### src/rtl/reg_op_sequencer_pkg.sv
// Shared definitions for the register-op sequencer: address width, opcodes,
// FSM state type and the flag-update rule.
package reg_op_sequencer_pkg;

  localparam int ADDR_W = 2;

  localparam logic [2:0] OP_NOP = 3'b000;
  localparam logic [2:0] OP_LDI = 3'b001;
  localparam logic [2:0] OP_MOV = 3'b010;
  localparam logic [2:0] OP_ADD = 3'b011;
  localparam logic [2:0] OP_SUB = 3'b100;
  localparam logic [2:0] OP_AND = 3'b101;
  localparam logic [2:0] OP_OR  = 3'b110;
  localparam logic [2:0] OP_XOR = 3'b111;

  typedef enum logic [1:0] {
    S_IDLE  = 2'b00,
    S_READ  = 2'b01,
    S_EXEC  = 2'b10,
    S_WRITE = 2'b11
  } state_e;

  // Arithmetic and logic ops update zf/cf; NOP, LDI and MOV leave them alone.
  function automatic logic updates_flags(input logic [2:0] op);
    return op >= OP_ADD;
  endfunction

endpackage

### src/rtl/reg_op_sequencer_seq_alu.sv
// Combinational ALU for the register-op sequencer. Produces the write-back
// value plus carry/borrow and zero indications for every opcode.
module seq_alu
  import reg_op_sequencer_pkg::*;
#(
  parameter int Size = 8
) (
  input  logic [2:0]      op,
  input  logic [Size-1:0] opA,
  input  logic [Size-1:0] opB,
  input  logic [Size-1:0] imm,
  output logic [Size-1:0] result,
  output logic            carry,
  output logic            zero
);

  logic [Size:0] wide;

  // One extra bit: carry-out for ADD, borrow (opA < opB) for SUB, 0 for logic ops.
  always_comb begin
    wide = '0;
    case (op)
      OP_NOP:  wide = '0;
      OP_LDI:  wide = {1'b0, imm};
      OP_MOV:  wide = {1'b0, opB};
      OP_ADD:  wide = {1'b0, opA} + {1'b0, opB};
      OP_SUB:  wide = {1'b0, opA} - {1'b0, opB};
      OP_AND:  wide = {1'b0, opA & opB};
      OP_OR:   wide = {1'b0, opA | opB};
      OP_XOR:  wide = {1'b0, opA ^ opB};
      default: wide = '0;
    endcase
    result = wide[Size-1:0];
    carry  = wide[Size];
    zero   = (wide[Size-1:0] == '0);
  end

endmodule

### src/rtl/reg_op_sequencer.sv
// Four-cycle register-op sequencer in front of the register bank:
// IDLE (accept) -> READ (operands) -> EXEC (ALU, flags) -> WRITE (bank update).
module reg_op_sequencer
  import reg_op_sequencer_pkg::*;
#(
  parameter int Size = 8,
  parameter int nreg = 4
) (
  input  logic              clk,
  input  logic              clk_n,
  input  logic              in_valid,
  output logic              in_ready,
  input  logic [2:0]        op,
  input  logic [ADDR_W-1:0] dst,
  input  logic [ADDR_W-1:0] src,
  input  logic [Size-1:0]   imm,
  output logic [ADDR_W-1:0] a1,
  output logic [ADDR_W-1:0] a2,
  output logic              we,
  output logic [Size-1:0]   wd,
  input  logic [Size-1:0]   rd1,
  input  logic [Size-1:0]   rd2,
  output logic              done,
  output logic              zf,
  output logic              cf
);

  if (nreg != (1 << ADDR_W)) begin : g_nreg_check
    $error("reg_op_sequencer: nreg must equal 2**ADDR_W");
  end

  state_e            state_q, state_d;
  logic [2:0]        op_q, op_d;
  logic [ADDR_W-1:0] dst_q, dst_d;
  logic [ADDR_W-1:0] src_q, src_d;
  logic [Size-1:0]   imm_q, imm_d;
  logic [Size-1:0]   opa_q, opa_d;
  logic [Size-1:0]   opb_q, opb_d;
  logic [Size-1:0]   wd_q, wd_d;
  logic              zf_q, zf_d;
  logic              cf_q, cf_d;

  logic [Size-1:0]   alu_result;
  logic              alu_carry;
  logic              alu_zero;

  seq_alu #(.Size(Size)) u_alu (
    .op     (op_q),
    .opA    (opa_q),
    .opB    (opb_q),
    .imm    (imm_q),
    .result (alu_result),
    .carry  (alu_carry),
    .zero   (alu_zero)
  );

  always_ff @(posedge clk or negedge clk_n) begin
    if (!clk_n) begin
      state_q <= S_IDLE;
      op_q    <= '0;
      dst_q   <= '0;
      src_q   <= '0;
      imm_q   <= '0;
      opa_q   <= '0;
      opb_q   <= '0;
      wd_q    <= '0;
      zf_q    <= 1'b0;
      cf_q    <= 1'b0;
    end else begin
      state_q <= state_d;
      op_q    <= op_d;
      dst_q   <= dst_d;
      src_q   <= src_d;
      imm_q   <= imm_d;
      opa_q   <= opa_d;
      opb_q   <= opb_d;
      wd_q    <= wd_d;
      zf_q    <= zf_d;
      cf_q    <= cf_d;
    end
  end

  always_comb begin
    state_d = state_q;
    op_d    = op_q;
    dst_d   = dst_q;
    src_d   = src_q;
    imm_d   = imm_q;
    opa_d   = opa_q;
    opb_d   = opb_q;
    wd_d    = wd_q;
    zf_d    = zf_q;
    cf_d    = cf_q;
    unique case (state_q)
      S_IDLE: begin
        if (in_valid) begin
          op_d    = op;
          dst_d   = dst;
          src_d   = src;
          imm_d   = imm;
          state_d = S_READ;
        end
      end
      S_READ: begin
        opa_d   = rd1;
        opb_d   = rd2;
        state_d = S_EXEC;
      end
      S_EXEC: begin
        wd_d = alu_result;
        if (updates_flags(op_q)) begin
          zf_d = alu_zero;
          cf_d = alu_carry;
        end
        state_d = S_WRITE;
      end
      S_WRITE: state_d = S_IDLE;
      default: state_d = S_IDLE;
    endcase
  end

  // Outputs decode the state register directly, so an async reset drops we at once.
  always_comb begin
    in_ready = (state_q == S_IDLE);
    we       = (state_q == S_WRITE) && (op_q != OP_NOP);
    done     = (state_q == S_WRITE);
    a1       = dst_q;
    a2       = src_q;
    wd       = wd_q;
    zf       = zf_q;
    cf       = cf_q;
  end

endmodule

### config.mk
export PLATFORM = sky130hd
export DESIGN_NAME = reg_op_sequencer
export DESIGN_NICKNAME = d
export VERILOG_FILES = /design/src/rtl/reg_op_sequencer_pkg.sv /design/src/rtl/reg_op_sequencer_seq_alu.sv /design/src/rtl/reg_op_sequencer.sv
export SDC_FILE = /design/constraint.sdc
export NUM_CORES = 1
export LEC_CHECK = 0
export CAP_MARGIN = 20
export CORE_ASPECT_RATIO = 1.5
export CORE_UTILIZATION = 50
export CTS_BUF_LIST = sky130_fd_sc_hd__clkbuf_8
export DETAILED_ROUTE_END_ITERATION = 8
export PLACE_DENSITY = 0.74
export SYNTH_ARGS = -nofsm -noshare
export SYNTH_HDL_FRONTEND = slang
export SYNTH_HIERARCHICAL = 1
export SYNTH_SLANG_ARGS = --single-unit
### constraint.sdc
create_clock -name clk -period 3.7 [get_ports clk]
set_input_delay 1.11 -clock clk [delete_from_list [all_inputs] [get_ports clk]]
set_output_delay 1.11 -clock clk [all_outputs]
set_load 0.02 [all_outputs]
## Word-level counts from Yosys, hierarchy flattened

Index checks and enable logic that the tools add are counted.
W data, S select, Z words.

- Register bits: 43
- Input bits: 34

- $add $sub $neg: 2
- Order comparisons: 1
- Equality and inequality tests: 11
- Mux-type cells: 3
- Bitwise operators: 3
- Reduce and logical (&&, ||, !) cells: 7

Operator list:

| cell | count |
|---|---|
| $pmux W9 S8 | 1 |
| $eq A3 B3 Y1 const B | 4 |
| $add A8 B8 Y9 | 1 |
| $sub A8 B8 Y9 | 1 |
| $and A8 B8 Y8 | 1 |
| $logic_not A8 Y1 | 1 |
| $or A8 B8 Y8 | 1 |
| $pmux W2 S4 | 1 |
| $xor A8 B8 Y8 | 1 |
| $eq A3 B2 Y1 const B | 2 |
| $eq A2 B2 Y1 const B | 2 |
| $reduce_and A2 Y1 | 2 |
| $eq A3 B1 Y1 const B | 1 |
| $ge A3 B2 Y1 const B | 1 |
| $logic_not A3 Y1 | 1 |
| $reduce_bool A3 Y1 | 1 |
| $eq A2 B1 Y1 const B | 1 |
| $logic_not A2 Y1 | 1 |
| $mux W2 | 1 |
| $ne A2 B2 Y1 const B | 1 |
| $logic_and A1 B1 Y1 | 1 |

## Logic depth before layout (Yosys ltp)

Gate-level depths: netlist of run 1.

- Depth in word-level cells: 3
- Gate-level depth with buffers: 15

## By module

Netlist of run 1, hierarchy kept.

By module, submodules not included:

| module | times used | cells each | area each (um2) |
|---|---|---|---|
| reg_op_sequencer | 1 | 107 | 1,735.4 |
| seq_alu | 1 | 165 | 1,236.2 |

## Worst setup path before layout of run 1

No wires, ideal clock.

- Kind: register -> register
- Start point: register op_q[2]
- End point: register zf_q (netlist: zf)
- Setup time: 0.082 ns
- Arrival time: 2.863 ns
- Required time: 3.618 ns
- Slack: 0.755 ns
- Stages on the path, launching flop included: 15
- Period minus slack after synthesis: 2.945 ns
- Cell sequence: dfrtp_1 > clkbuf_8 > and2b_2 > nand2_1 > nor2_1 > a21o_1 > fa_1 > inv_1 > mux4_1 > a2bb2oi_1 > nor3_1 > o211ai_1 > nor4_2 > nand2_1 > o22ai_1

- Word-level cells in the longest chain between the ends: 3
- Elaborated cells on any way between the ends: 12
- Classes of those cells: order compare: 1; eq/ne: 7; mux: 1; reduce/logical: 3

Ends and longest elaborated chain:

| item | line | text |
|---|---|---|
| start: declaration | reg_op_sequencer.sv:33 | `logic [2:0] op_q, op_d;` |
| start signal: assignment | reg_op_sequencer.sv:71 | `op_q <= op_d;` |
| $eq A3 B3 Y1 (tied with other cells) | reg_op_sequencer_seq_alu.sv:22 | `case (op)` |
| $pmux W9 S8 * | reg_op_sequencer_seq_alu.sv:22 |  |
| named net alu_result[1] | reg_op_sequencer.sv:43 | `logic [Size-1:0] alu_result;` |
| $logic_not A8 Y1 * | reg_op_sequencer_seq_alu.sv:35 | `zero = (wide[Size-1:0] == '0);` |
| named net alu_zero | reg_op_sequencer.sv:45 | `logic alu_zero;` |
| end signal: assignment | reg_op_sequencer.sv:78 | `zf_q <= zf_d;` |
| end: declaration | reg_op_sequencer.sv:40 | `logic zf_q, zf_d;` |

The timed path passes the listed nets; every way through them passes the cells marked *.
A chain may end at the register's enable or synchronous reset.

## Final worst setup path of run 1

- Start point: register opb_q[0]
- End point: register zf_q (netlist: zf)

- Word-level cells in the longest chain between the ends: 3
- Elaborated cells on any way between the ends: 7
- Classes of those cells: add/sub: 2; mux: 1; bitwise: 3; reduce/logical: 1

Ends and longest elaborated chain:

| item | line | text |
|---|---|---|
| start: declaration | reg_op_sequencer.sv:38 | `logic [Size-1:0] opb_q, opb_d;` |
| start signal: assignment | reg_op_sequencer.sv:76 | `opb_q <= opb_d;` |
| $sub A8 B8 Y9 or $add A8 B8 Y9 (tied branches) | reg_op_sequencer_seq_alu.sv:27, reg_op_sequencer_seq_alu.sv:26 |  |
| $pmux W9 S8 * | reg_op_sequencer_seq_alu.sv:22 |  |
| named net alu_result[1] | reg_op_sequencer.sv:43 |  |
| $logic_not A8 Y1 * | reg_op_sequencer_seq_alu.sv:35 |  |
| named net alu_zero | reg_op_sequencer.sv:45 |  |

Marks and branches as above.

==> results_dict.tcl, run 1 <==
set metrics [dict create \
    fin_hold_ws_ps 507 \
    grt_setup_unrepaired "false" \
    synth_area_per_cell_sq_um 10.9 \
    fin_skew_ps 6.80 \
    drt_iter0_markers 94 \
    fmax_mhz 318 \
    antenna_found_initial 0 \
    nNetsFinal 388 \
    drc_errors 0 \
    yosys-top-cells-area "dfrtp_1 36%, ha_1 12%, mux2_2 11%, mux2_4 5.1%, inv_1 3.2%" \
    r2r_slack_ps 550 \
    syn_nets 336 \
    crit_fanout 7 \
    gp_congestion 0.940 \
    ys_seq_area_share_pct 36.2 \
    place_hpwl_um 5190 \
    core_area_sq_um 5790 \
    maxCapViolCount 0 \
    setup-violations-final 0 \
    dr_total_vias 2259 \
    insertedDiodeCount 0 \
    maxSlewHeadroom_pct 38.1 \
    first_pass_iters 4 \
    die_h_um 96.4 \
    dp_cells 389 \
    cts.sinks 43 \
    hold_class "flop to flop" \
    routedWlPerCell_um 16.5 \
    ys_seq_elements 43 \
    cp_num_buf_inv 2 \
    synthCells 272 \
    clk_pin_slew_ps 80 \
    cp.depth 12 \
    path_class "flop to flop" \
    grt_pass1_vias 2227 \
    start_util_pct 51.4 \
    vias_per_cell 5.69 \
    end_kind "flop" \
    stdcell_count 397 \
    cp.arrival_ps 3360 \
    die_x_um 64.9 \
    cp-start-kind "flop" \
    async_flop_share_pct 100 \
    wl_um 6570 \
    finalHoldViolCount 0 \
    dieArea_sq_um 6260 \
    slew_viol_final 0 \
    cts_resized 0 \
    run_status "completed" \
    num_io_pins 51 \
    tns_ps 0 \
    endpoint "zf" \
    drive_above_1_share_pct 20.3 \
    h-tree-depth 2 \
    crit_chain "inv_1, ha_1, a21o_1, fa_1, inv_1, mux4_1, a2bb2oi_1, nor3_1, o211ai_1, nor4_2, nand2_1, o22ai_1" \
    fill_cells 513 \
    syn_area_sq_um 2970 \
    synth-edff-count 0 \
    synth_flop_cell "dfrtp_1" \
    fin_area_sq_um 3590 \
    grt_pass1_wl_um 10600 \
    fin_crit_ps 3150 \
    slowest_delay_ps 500 \
    grt_start_max_net_pins 44 \
    ys_types 57 \
    hold_buffers 0 \
    crit_start "opb_q[0]" \
    clock_path_buffers 2 \
    required_ps 3910 \
    detail-route-antenna-nets 0 \
    synth_top_area_share_pct 36.2 \
    overflow 0 \
    rr_endpoint "zf" \
    cts_buffers 5 \
    r2r-start "opb_q[0]" \
    rows 34 \
    clk_latency_ps 300 \
    yosys_warnings 6 \
    syn_to_final_growth_pct 20.8 \
    place_area_sq_um 3500 \
    tightest_slew_ps 928 \
    root_buffer "clkbuf_8" \
    rr_worst_depth 12 \
    slowest_stage "fa_1" \
    post-route-period-util_pct 85.1 \
    synth_top_area_cell "dfrtp_1" \
    critPathMostFrequentCell "inv_1" \
    cts_tree "built" \
    post_cts_buffers 0 \
    critical_path.top_delay_family "adder cells" \
    port_buffers 50 \
    grt.total_usage_pct 23.0 \
]
stage by stage:
step                util [%]  setup slack [ps]
finish                  62.0               551
detailed placement      60.6               592
CTS                     62.0               567
global placement        60.6               605
global route            62.0               312
floorplan                  -               755
worst min-delay path by stage:
stage | start | end | slack (ps) | cells after the start
floorplan | imm_q[1] | imm_q[1] | 470 | 1
finish | a1[1] | a1[1] | 510 | 1
global placement | a1[1] | a1[1] | 490 | 1
global route | a1[1] | a1[1] | 530 | 1
detailed placement | a1[1] | a1[1] | 490 | 1
CTS | a1[1] | a1[1] | 510 | 1
layout make-up:
cell class	count	area (sq um)	area share (%)
clock buffer	5	68.8	1.92
clock inverter	3	16.3	0.453
inverter	25	93.8	2.61
multi-input combinational	195	1720	47.9
sequential	43	1080	30.0
tap	72	90.1	2.51
timing repair buffer	54	526	14.6
placed cells by master (no fill, tap or decap), types with 2 or more instances in the layout:
cell type        count
a21bo_2              2
a21oi_1              9
a221oi_1             2
a22oi_1              2
and2b_2              2
buf_4                4
clkbuf_8             5
clkdlybuf4s50_1     49
dfrtp_1             43
ha_1                29
inv_1               26
mux2_2              30
mux2_4              10
mux2i_1              3
nand2_1             14
nand2b_1             2
nand3_1              4
nor2_1               9
nor2b_1              4
nor3_1               5
o211ai_1             3
o21a_1               4
o21ai_0             12
o221ai_1             2
o22ai_1              4
o31a_1               2
o31ai_1              4
or2b_2               2
xnor2_1              8
xor2_1               2
synth_stat cells (3+ instances only):
master,instances
nor3_1,5
nand3_1,4
nand2_1,14
o211ai_1,3
inv_1,25
o22ai_1,4
mux2_4,10
nor2_1,9
o31ai_1,4
o21a_1,4
o21ai_0,12
xnor2_1,8
buf_6,3
ha_1,29
a21oi_1,9
dfrtp_1,43
nor2b_1,4
mux2_2,30
mux2i_1,3
registers in the layout, summed over array words and instances (netlist names), 2 cells and up:
name     flops
imm_q        8
opa_q        8
opb_q        8
wd           8
op_q         3
a1           2
a2           2
state_q      2
cell families after synthesis:
family                   synth area share [%]
buffers and inverters                    5.94
AO/OA/AOI/OAI                            14.6
adder cells (fa/ha/maj)                  12.9
AND/OR/NAND/NOR                          9.14
flip-flops                               36.2
multiplexers                             18.3
XOR/XNOR                                 2.95
worst register-to-register path, stage by stage, from the launching register on:
cell       delay (ps)
dfrtp_1           490
inv_1             140
ha_1              300
a21o_1            180
fa_1              500
inv_1              50
mux4_1            500
a2bb2oi_1         160
nor3_1            190
o211ai_1          140
nor4_2            160
nand2_1            80
o22ai_1           170
routing by layer:
layer  global-route usage, %  part of all wire (%)
met2                    41.0                    53
met1                    26.0                    39
met4                    13.5                   4.9
met5                       0                     0
met3                    3.29                   2.9
Power of run 1 is left out: the tool's default activity adds up to more than one toggle a clock period on the data nets, which glitch-free logic cannot reach.
==> inputs of run 2 (changes only) <==
Settings changed: RECOVER_POWER set to 25.
==> results_dict.tcl, run 2 (same netlist as run 1, synthesis figures left out) <==
set metrics [dict create \
    clock_path_buffers 2 \
    hold_buffers 0 \
    cp.arrival_ps 3350 \
    post-route-period-util_pct 84.7 \
    setup-violations-final 0 \
    place_hpwl_um 5190 \
    tns_ps 0 \
    clk_latency_ps 300 \
    cts_buffers 5 \
    grt.total_usage_pct 23.0 \
    die_x_um 64.9 \
    grt_start_max_net_pins 44 \
    die_h_um 96.4 \
    syn_to_final_growth_pct 20.8 \
    vias_per_cell 5.66 \
    antenna_found_initial 0 \
    overflow 0 \
    place_area_sq_um 3500 \
    grt_setup_unrepaired "false" \
    pre_cts_ws_ps 592 \
    cts_resized 0 \
    slew_viol_final 44 \
    crit_fanout 7 \
    rows 34 \
    cp-start-kind "flop" \
    wl_um 6550 \
    fin_skew_ps 6.97 \
    cts.sinks 43 \
    final_cell_mix "48 x clkdlybuf4s50_1, 43 x dfrtp_1, 30 x mux2_2" \
    end_kind "flop" \
    drt_iter0_markers 92 \
    fin_crit_ps 3130 \
    insertedDiodeCount 0 \
    grt_pass1_vias 2227 \
    mostFrequentLayoutCell "clkdlybuf4s50_1" \
    utilization_pct 62.0 \
    finalHoldViolCount 0 \
    fmax_mhz 319 \
    dr_total_vias 2247 \
    root_buffer "clkbuf_8" \
    required_ps 3910 \
    num_io_pins 51 \
    clk_pin_slew_ps 80 \
    start_util_pct 51.4 \
    violations "capacitance limit, slew limit" \
    drive_above_1_share_pct 20.0 \
    nNetsFinal 388 \
    routedWlPerCell_um 16.5 \
    setup_ws_ps 566 \
    dieArea_sq_um 6260 \
    post_cts_buffers 0 \
    detail-route-antenna-nets 0 \
    port_buffers 50 \
    drc_errors 0 \
    maxCapViolCount 1 \
    path_class "flop to flop" \
    tightest_slew_ps 2200 \
    core_area_sq_um 5790 \
    h-tree-depth 2 \
    cts_tree "built" \
    run_status "finished with violations" \
    first_pass_iters 4 \
    fin_area_sq_um 3590 \
    gp_congestion 0.940 \
    grt_pass1_wl_um 10600 \
    hold_class "flop to flop" \
    maxSlewHeadroom_pct -46.9 \
]
==> run 2: changes by cell type in the layout (fill, tap and decap cells not counted) <==
cell             delta
buf_2               -1
clkbuf_1            +1
clkdlybuf4s50_1     -1
dlygate4sd3_1       +1
==> run 2: worst paths after layout <==
| check | start | endpoint | slack [ps] | depth (start not counted) |
|---|---|---|---|---|
| max reg2reg | opb_q[0] | zf | 570 | 12 |
| min | a1[1] | a1[1] | 510 | 1 |
| max in group asynchronous | clk_n | opb_q[5] | 990 | 1 |
| min reg2reg | a1[1] | a1[1] | 510 | 1 |
| min in group asynchronous | clk_n | opb_q[7] | 1460 | 1 |
| max | opb_q[0] | zf | 570 | 12 |
==> run 2: layout make-up <==
class | instances | area, sq um
multi-input cells | 195 | 1720
repair buffers | 54 | 524
inverters | 25 | 93.8
flip-flops and latches | 43 | 1080
clock inverters | 3 | 16.3
well taps | 72 | 90.1
fillers | 514 | 2200
clock buffers | 5 | 68.8
==> run 2: worst max-delay path: stages (launching register included) <==
cell,delay (ps)
dfrtp_1,490
inv_1,130
ha_1,300
a21o_1,180
fa_1,500
inv_1,60
mux4_1,500
a2bb2oi_1,160
nor3_1,190
o211ai_1,140
nor4_2,160
nand2_1,80
o22ai_1,170
==> run 2: metal layers <==
layer,up-vias,share of wire [%],global-route usage (%)
li1,1078,-,-
met1,1103,38,26.0
met2,46,54,41.0
met3,20,2.8,3.29
met4,0,4.5,13.5
met5,-,0,0
==> run 2: metrics by stage <==
stage,cells,hold slack (ps)
global route,397,533
detailed placement,389,492
CTS,397,511
floorplan,272,474
global placement,389,487
finish,397,507
Power of run 2 is left out for the same reason.
==> inputs of run 3 (changes only) <==
Settings changed: PLACE_DENSITY 0.74 to 0.77.
Clock period 3.7 ns to 2.6 ns, I/O delays scaled along.
==> results_dict.tcl, run 3 (same netlist as run 1, synthesis figures left out) <==
set metrics [dict create \
    run_status "finished with violations" \
    violations "setup timing" \
    crit_chain "and2b_2, nand2_4, buf_6, nand2_1, xnor2_1, ha_1, a2111o_1, o22ai_2, xor2_1, o221ai_2, nor4_4, nand2_1, o22ai_1" \
    grt_setup_unrepaired "true" \
    cp-start-kind "flop" \
    h-tree-depth 2 \
    die_h_um 96.4 \
    overflow 0 \
    fin_crit_ps 2890 \
    cts_buffers 5 \
    required_ps 2820 \
    rows 34 \
    core_area_sq_um 5790 \
    grt_pass1_wl_um 11900 \
    grt_pass1_vias 2602 \
    drt_iter0_markers 112 \
    nNetsFinal 440 \
    setup_ws_ps -295 \
    dr_wl_met2_um 3940 \
    hold_buffers 0 \
    gp_congestion 0.967 \
    wl_met3_um 228 \
    root_buffer "clkbuf_8" \
    critical_path.top_delay_family "compound AO/OA/AOI/OAI gates" \
    final_cell_mix "53 x buf_4, 48 x clkdlybuf4s50_1, 42 x dfrtp_1" \
    slowest_stage "a2111o_1" \
    highest_layer "met4" \
    slew_viol_final 0 \
    wl_um 7240 \
    port_buffers 50 \
    r2r_slack_ps -290 \
    critPathMostFrequentCell "nand2_1" \
    clk_latency_ps 290 \
    drc_errors 0 \
    finalHoldViolCount 0 \
    dieArea_sq_um 6260 \
    dr_total_vias 2487 \
    first_pass_iters 4 \
    clock_path_buffers 2 \
    hold_class "flop to flop" \
    pre_cts_ws_ps -291 \
    wl_met1_um 2850 \
    fmax_mhz 345 \
    end_kind "flop" \
    grt_start_max_net_pins 30 \
    syn_to_final_growth_pct 37.8 \
    die_x_um 64.9 \
    num_io_pins 51 \
    detail-route-antenna-nets 0 \
    post-route-period-util_pct 111 \
    cp.arrival_ps 3110 \
    setup-violations-final 5 \
    mostFrequentLayoutCell "buf_4" \
    fin_skew_ps 3.25 \
    tightest_slew_ps 1470 \
    drive_above_1_share_pct 36.9 \
    cts.sinks 43 \
    clk_pin_slew_ps 80 \
    vias_per_cell 5.54 \
    antenna_found_initial 0 \
    maxSlewHeadroom_pct 1.68 \
    slowest_delay_ps 440 \
    crit_fanout 4 \
    cp_num_buf_inv 1 \
    grt.total_usage_pct 24.9 \
    maxCapViolCount 0 \
    insertedDiodeCount 0 \
    start_util_pct 51.4 \
    place_hpwl_um 5580 \
    routedWlPerCell_um 16.1 \
    cts_tree "built" \
    path_class "flop to flop" \
]
-- run 3: changes by cell type in the layout (fill, tap and decap cells not counted), moves of 3 or more --
| cell | previous run | this run |
|---|---|---|
| buf_4 | 4 | 53 |
| buf_6 | 0 | 3 |
| inv_1 | 26 | 23 |
| nor3_1 | 5 | 1 |
| nor3_2 | 0 | 4 |
-- run 3: metal layers --
layer  global-route usage [%]  up-vias
met5                        0        -
met4                     11.5        0
met3                     2.11       14
met2                     46.2       69
met1                     28.7     1226
li1                         -     1178
-- run 3: final timing paths --
check	start	to	cells past startpoint
worst max-delay path	op_q[2]	zf	13
worst min-delay path	a2[1]	a2[1]	1
worst max register to register	op_q[2]	zf	13
worst min register to register	a2[1]	a2[1]	1
max in group asynchronous	clk_n	op_q[0]	1
min in group asynchronous	clk_n	opb_q[6]	1
-- run 3: repair_timing --
item / CTS / global route
gates resized for setup: 12 / 15
buffers inserted: 8 / 2
pin swaps: 10 / 13
endpoints found under the setup margin: 6 / 9
-- run 3: final cells by class --
type	instances	area, sq um
Sequential cell	43	1080
Multi-Input combinational cell	195	1820
Tap cell	72	90.1
Clock inverter	3	23.8
Fill cell	452	1690
Inverter	25	93.8
Timing Repair Buffer	106	926
Clock buffer	5	68.8
-- run 3: metrics by stage --
stage               std cells  cell area (sq um)  hold slack, ps  setup TNS, ps  util (%)
detailed placement        431               3840             494           -835      66.3
global route              449               4100             539          -1600      70.8
CTS                       447               4030             499           -418      69.7
floorplan                 272               2990             477           -337         -
global placement          431               3840             489           -680      66.3
finish                    449               4100             514           -536      70.8
Power of run 3 is left out for the same reason.
